## src/rtl/rotation_vec_ctrl.sv

```systemverilog
// Rotation sequencer: one keypoint angle in, NCHUNK ROM slice reads, assembles
// the rotated x/y pattern vector and hands it downstream on valid/ready.
module rotation_vec_ctrl #(
  parameter int BW_XCOS = 11,
  parameter int BW_OUT  = 6,
  parameter int N_PAIRS = 128,
  parameter int CHUNK   = 32,
  parameter int N_ANG   = 30,
  parameter int ANG_W   = 5,
  parameter int ADDR_W  = 7
) (
  input  logic                      clk,
  input  logic                      rst,
  input  logic                      kp_valid,
  output logic                      kp_ready,
  input  logic [ANG_W-1:0]          kp_angle,
  output logic                      rom_en,
  output logic [ADDR_W-1:0]         rom_addr,
  input  logic [CHUNK*BW_OUT-1:0]   rs_x,
  input  logic [CHUNK*BW_OUT-1:0]   rs_y,
  output logic                      out_valid,
  input  logic                      out_ready,
  output logic [N_PAIRS*BW_OUT-1:0] out_x,
  output logic [N_PAIRS*BW_OUT-1:0] out_y,
  output logic [ANG_W-1:0]          out_angle,
  output logic                      out_err
);
  localparam int NCHUNK = N_PAIRS / CHUNK;
  localparam int CW     = $clog2(NCHUNK + 1);
  localparam int SW     = CHUNK * BW_OUT;
  localparam int VW     = N_PAIRS * BW_OUT;
  localparam logic [ANG_W-1:0] ANG_MAX = ANG_W'(N_ANG - 1);
  localparam logic [CW-1:0]    LAST    = CW'(NCHUNK - 1);
  localparam logic [CW-1:0]    NCH     = CW'(NCHUNK);

  if (N_PAIRS % CHUNK != 0 || BW_XCOS < 1 || (1 << ADDR_W) < N_ANG * NCHUNK) begin : g_bad_param
    $error("rotation_vec_ctrl: illegal parameter set");
  end

  typedef enum logic [1:0] {IDLE, RUN, DONE} state_e;
  state_e state_q, state_d;

  logic [ANG_W-1:0] angle_q, angle_d, out_angle_q, out_angle_d;
  logic             err_q, err_d, out_err_q, out_err_d;
  logic [CW-1:0]    issue_q, issue_d, cap_idx_q, cap_idx_d;
  logic             cap_vld_q, cap_vld_d, out_valid_q, out_valid_d;
  logic [VW-1:0]    out_x_q, out_x_d, out_y_q, out_y_d;

  always_ff @(posedge clk) begin
    if (rst) begin
      state_q     <= IDLE;
      angle_q     <= '0;
      err_q       <= 1'b0;
      issue_q     <= '0;
      cap_idx_q   <= '0;
      cap_vld_q   <= 1'b0;
      out_valid_q <= 1'b0;
      out_angle_q <= '0;
      out_err_q   <= 1'b0;
      out_x_q     <= '0;
      out_y_q     <= '0;
    end else begin
      state_q     <= state_d;
      angle_q     <= angle_d;
      err_q       <= err_d;
      issue_q     <= issue_d;
      cap_idx_q   <= cap_idx_d;
      cap_vld_q   <= cap_vld_d;
      out_valid_q <= out_valid_d;
      out_angle_q <= out_angle_d;
      out_err_q   <= out_err_d;
      out_x_q     <= out_x_d;
      out_y_q     <= out_y_d;
    end
  end

  always_comb begin
    state_d = state_q;
    case (state_q)
      IDLE:    if (kp_valid) state_d = RUN;
      RUN:     if (cap_vld_q && cap_idx_q == LAST) state_d = DONE;
      DONE:    if (out_ready) state_d = IDLE;
      default: state_d = IDLE;
    endcase
  end

  always_comb begin
    kp_ready  = (state_q == IDLE) && !rst;
    rom_en    = (state_q == RUN) && (issue_q < NCH) && !rst;
    rom_addr  = ADDR_W'(int'(angle_q) * NCHUNK + int'(issue_q));
    out_valid = out_valid_q;
    out_angle = out_angle_q;
    out_err   = out_err_q;
    out_x     = out_x_q;
    out_y     = out_y_q;
  end

  // ROM data lands one cycle after the strobe, so capture trails issue by one.
  always_comb begin
    angle_d     = angle_q;
    err_d       = err_q;
    issue_d     = issue_q;
    cap_vld_d   = rom_en;
    cap_idx_d   = issue_q;
    out_valid_d = out_valid_q;
    out_angle_d = out_angle_q;
    out_err_d   = out_err_q;
    out_x_d     = out_x_q;
    out_y_d     = out_y_q;
    if (state_q == IDLE && kp_valid) begin
      err_d   = kp_angle > ANG_MAX;
      angle_d = err_d ? '0 : kp_angle;
      issue_d = '0;
    end
    if (rom_en) issue_d = issue_q + 1'b1;
    if (cap_vld_q) begin
      out_x_d[int'(cap_idx_q)*SW +: SW] = rs_x;
      out_y_d[int'(cap_idx_q)*SW +: SW] = rs_y;
      if (cap_idx_q == LAST) begin
        out_valid_d = 1'b1;
        out_angle_d = angle_q;
        out_err_d   = err_q;
      end
    end
    if (out_valid_q && out_ready) out_valid_d = 1'b0;
  end
endmodule

```

## config.mk

```make
export PLATFORM = sky130hd
export DESIGN_NAME = rotation_vec_ctrl
export DESIGN_NICKNAME = d
export VERILOG_FILES = /design/src/rtl/rotation_vec_ctrl.sv
export SDC_FILE = /design/constraint.sdc
export NUM_CORES = 2
export LEC_CHECK = 0
export CORE_AREA = 3 3 751 753
export DETAILED_ROUTE_END_ITERATION = 8
export DIE_AREA = 0 0 754 756
export PLACE_DENSITY = 0.32
export SYNTH_ARGS = -nofsm -noshare
export SYNTH_HDL_FRONTEND = slang
export SYNTH_SLANG_ARGS = --single-unit
```

## constraint.sdc

```tcl
create_clock -name clk -period 6.8 [get_ports clk]
set_clock_uncertainty 0.1 [all_clocks]
set_input_delay 1.7 -clock clk [delete_from_list [all_inputs] [get_ports clk]]
set_output_delay 1.7 -clock clk [all_outputs]
set_load 0.05 [all_outputs]
```

* After elaboration in Yosys (flattened, before gate mapping)
Cells that the tools add are included.
** Word-level totals
- Flip-flop bits (word level) :: 1558
- Bits of input ports :: 393
- Word-level logic and storage cells :: 47
** Cells by class
- Add/subtract/negate cells :: 3
- Multiply operators :: 1
- Order comparisons :: 2
- Equal/unequal tests :: 6
- Shift-type cells :: 3
- Multiplexer cells :: 9
- Reductions and logical operators :: 12
** Operators with widths (number)
- bitwise mux 768 bit :: 2
- variable part select 192 x 33 -> 768 bit :: 2
- variable shift 192 x 33 -> 768 bit (first input constant) :: 1
- negator 11 -> 33 bit :: 1
- adder 7 x 3 -> 7 bit :: 1
- logical AND 1 bit :: 6
- two-way mux 2 bit :: 3
- two-way mux 3 bit :: 2
- != test 2 bit (second input constant) :: 3
- case mux 2 bit (3 select lines) :: 1
- > comparator 5 bit (second input constant) :: 1
- multiplier 3 x 2 -> 5 bit (second input constant) :: 1
- two-way mux 5 bit :: 1
- adder 3 x 1 -> 3 bit (second input constant) :: 1
- == test 3 x 2 -> 1 bit (second input constant) :: 1
- < comparator 3 bit (second input constant) :: 1
- AND reduction 3 bit :: 1
- == test 2 x 1 -> 1 bit (second input constant) :: 1
- == test 2 bit (second input constant) :: 1
- logical NOT 2 bit :: 1
- AND reduction 2 bit :: 1
- nonzero test 2 bit :: 1
- OR reduction 2 bit :: 1
- logical NOT 1 bit :: 1

* Longest topological paths before layout
- Depth after elaboration :: 4
- Gate-level depth with buffers :: 15

* Worst setup path after synthesis
No wires, ideal clock.
- Kind :: input to output
- From :: input port rst
- To :: output port rom_en
- Arrival time :: 3.792 ns
- Data required time :: 5.000 ns
- Setup slack :: 1.208 ns
- Stages :: 2
- Buffers on the path :: 1
- Cells stage by stage :: clkbuf_1 nor4b_1
** On the way
- Cells in the longest elaborated chain, start to end :: 2
** Ends and longest elaborated chain
- start: declaration :: line 13 : input logic rst,
- logical NOT 1 bit :: line 89 : rom_en = (state_q == RUN) && (issue_q < NCH) && !rst;
- logical AND 1 bit :: line 89
- end: declaration :: line 17 : output logic rom_en,
Every way passes these cells.

* Worst setup path in the final report
- From :: register cap_idx_q[0]
- To :: register out_x_q[157], in the netlist out_x[157]
** On the way
- Cells in the longest elaborated chain, start to end :: 4
** Ends and longest elaborated chain
- start: declaration :: line 45 : logic [CW-1:0] issue_q, issue_d, cap_idx_q, cap_idx_d;
- start signal: assignment :: line 67 : cap_idx_q <= cap_idx_d;
- multiplier 3 x 2 -> 5 bit * :: line 117 : out_x_d[int'(cap_idx_q)*SW +: SW] = rs_x;
- negator 11 -> 33 bit * :: line 117
- variable part select 192 x 33 -> 768 bit or variable shift 192 x 33 -> 768 bit (tied branches) :: line 117
- bitwise mux 768 bit * :: line 117
- end signal: assignment :: line 72 : out_x_q <= out_x_d;
- end: declaration :: line 47 : logic [VW-1:0] out_x_q, out_x_d, out_y_q, out_y_d;
Mark *: on every way between the ends. The rest lies on a longest branch, timed or not.
A chain may end at the register's enable or synchronous reset.

==> metrics.cfg <==
[die]
rows = 274
coreArea_um2 = 557000
start_util_pct = 13.1
die_h_um = 756
dieArea_um2 = 570000
pin_count = 1945
die_x_um = 754

[critical_path]
startpoint_type = flop
endpoint_kind = flop
ff2ff_setup_slack_ns = 1.32
required_ns = 7.52
cp.arrival_ns = 6.20
ff2ff_path_depth = 12
cp_max_fo = 40
r2r-start = cap_idx_q[0]
crit_type = flop to flop
r2r-end = out_x[157]

[clocking]
cts_tree = yes
clock_path_buffers = 4
cts_sinks = 1558
cts-buffers-inserted = 220
cts-root-buf = clkbuf_16
post_cts.resized_instances = 0
cts_hold_buf = 0
post_cts_buffers = 0
clock_latency_ns = 0.91
cts_htree_levels = 4
path_clk_slew_ns = 0.06

[timing]
finalSetupViolCount = 0
layout_min_cycle_time_ns = 5.48
rsz0062_at_grt = no
hold_viol = 0
worstMarginPinSlew_ns = 1.58
relSlewSlack_pct = -5.44
slew_viol_final = 34
fmax_mhz = 182
holdWs_ns = 0.348
final.period_utilization_pct = 80.6
fin_setup_tns_ns = 0

[routing]
drtAntennaViolNets = 0
dr.first_iter.drc_count = 7620
dr.pass1.iters = 5
vias = 81900
drcViolationCount = 0
via_per_inst = 4.59
finalWirelength_um = 692000
avgRoutedWirePerCell_um = 38.8

[synth]
ys_seq_elements = 1558
yosysWarnings = 0
avgSynthCellArea_um2 = 8.38
synth_top_area_share_pct = 42.7
yosys.area.top_type = dfxtp_1
ys_types = 74
ys.flop_type = dfxtp_1
syn_nets = 9123
synth-async-reset-ratio_pct = 0
synthCells = 8719
ys_seq_area_share_pct = 42.7
syn-cell-area_um2 = 73000
synth-edff-count = 0
yosys-top-cells-area = dfxtp_1 43%, a21oi_1 6.7%, nand2_1 5.4%

[global_route]
overflow = 0
grt_pass1_vias = 78900
grt_max_degree = 148
grt_usage_pct = 23.0
antenna_found_initial = 248
grt_pass1_wl_um = 879000

[outcome]
violations = max-slew violations
outcome = complete, but fails checks

[job]
drv_cap = 0

[placed_design]
place.port_buffers = 1944
dp_cells = 17300
place_hpwl_um = 523000
gp_congestion = 0.852

[min_path]
hold-path-cell-count = 2
min_to = out_x[15]
worstHoldStart = out_x[15]
hold_class = flop to flop

[layout]
area_delta_synth_final_pct = 48.3
n_fill_cell = 62200
layout_commonest_cell = clkdlybuf4s50_1
finalNonFillerCells = 17800
final_cell_mix = 1911 x clkdlybuf4s50_1, 1557 x dfxtp_1, 1041 x nand2_1
drive_gt1_share_pct = 8.76
seq_area_um2 = 31200
nets = 10500
multi_input_area_um2 = 37800

[pwr]
ir_drop_v = 0.000227
leakage_uw = 0.0328
power_per_cell_area_nw_per_um2 = 241

-- layout make-up --
cell class,instances,area share (%)
well taps,7452,8.61
repair buffers,2195,20.5
multi-input cells,6130,35.0
diodes,86,0.199
inverters,8,0.0416
clock buffers,324,5.88
flip-flops and latches,1558,28.8
clock inverters,75,0.981
-- synth_stat cells (3+ instances only) --
| library cell | instances |
|---|---|
| nand2_1 | 1048 |
| a221oi_1 | 102 |
| mux2i_1 | 251 |
| a211oi_2 | 19 |
| or2_2 | 3 |
| ha_1 | 10 |
| or2_1 | 3 |
| a21o_1 | 4 |
| nor2_2 | 3 |
| buf_4 | 23 |
| a21oi_1 | 971 |
| nor3_1 | 418 |
| buf_1 | 77 |
| a32oi_1 | 381 |
| o31ai_1 | 129 |
| o21ai_0 | 364 |
| xnor2_1 | 4 |
| nor3b_1 | 131 |
| a2bb2oi_1 | 23 |
| a31oi_1 | 26 |
| a32o_1 | 5 |
| a22o_1 | 6 |
| nand2b_1 | 26 |
| a221o_1 | 128 |
| nand3_1 | 354 |
| and2_1 | 117 |
| clkbuf_1 | 607 |
| o21bai_1 | 129 |
| o2bb2ai_1 | 79 |
| nor2b_1 | 5 |
| o211ai_1 | 106 |
| mux2_2 | 195 |
| xor2_1 | 3 |
| a211oi_1 | 357 |
| inv_1 | 7 |
| or3_1 | 28 |
| a22oi_1 | 53 |
| dfxtp_1 | 1558 |
| buf_2 | 315 |
| nand3b_1 | 134 |
| nor2_1 | 473 |
| and3_1 | 5 |
-- how the worst max path moves through the flow --
stage	startpoint	end	slack [ns]	depth (start not counted)
2_1_floorplan	rst	rom_en	1.21	2
3_3_place_gp	cap_idx_q[0]	out_x[156]	1.37	12
3_5_place_dp	cap_idx_q[0]	out_x[161]	1.34	12
4_1_cts	cap_idx_q[0]	out_x[145]	1.30	12
5_1_grt	cap_idx_q[0]	out_x[141]	1.07	12
6_report	cap_idx_q[0]	out_x[157]	1.32	12
-- flip-flops by register name (all words and copies together), names as in the netlist, 2 cells and up --
register	count
state_q	2
out_x	768
angle_q	5
out_angle	5
cap_idx_q	3
out_y	768
cap_idx_d	3
-- logic make-up after synthesis --
| family | Yosys count | synth area share, % |
|---|---|---|
| flops | 1558 | 42.7 |
| fa+ha+maj | 11 | 0.199 |
| xor+xnor | 11 | 0.182 |
| buf+inv | 1031 | 5.97 |
| mux | 446 | 6.45 |
| simple gates | 2762 | 17.6 |
| compound gates | 2900 | 26.9 |
-- routing by layer --
metal | up-vias | GRT usage (%) | wire [um]
li1 | 35200 | - | -
met1 | 42200 | 27.1 | 275000
met2 | 3560 | 38.5 | 324000
met3 | 824 | 8.50 | 65700
met4 | 134 | 7.70 | 26700
met5 | - | 0 | 886
-- worst max-delay path: stages, from the launching register on --
cell and delay (ns):
dfxtp_4 0.55, ha_1 0.39, fa_1 0.65, nor3_1 0.60, ha_1 0.42, nand2b_1 0.17
nor3_1 0.08, nand4b_1 0.20, buf_4 0.74, buf_4 0.49, buf_4 0.50, nand3_1 0.16
a21oi_1 0.14
-- through the flow --
step | instance area (um^2) | worst slack, ns | util [%] | power, uW
6_report | 108000 | 1.32 | 19.4 | 26100
5_1_grt | 108000 | 1.07 | 19.4 | 26900
4_1_cts | 108000 | 1.30 | 19.4 | 26500
3_5_place_dp | 101000 | 1.34 | 18.1 | 13900
3_3_place_gp | 101000 | 1.37 | 18.1 | 14000
2_1_floorplan | 73000 | 1.21 | - | 11600
-- power breakdown --
group          internal (uW)  total, uW  switching (uW)
clock                   7260      12400            5130
sequential              9260       9360            99.2
combinational           1130       4380            3240
total                  17700      26100            8470
(Power assumes the default switching activity.)
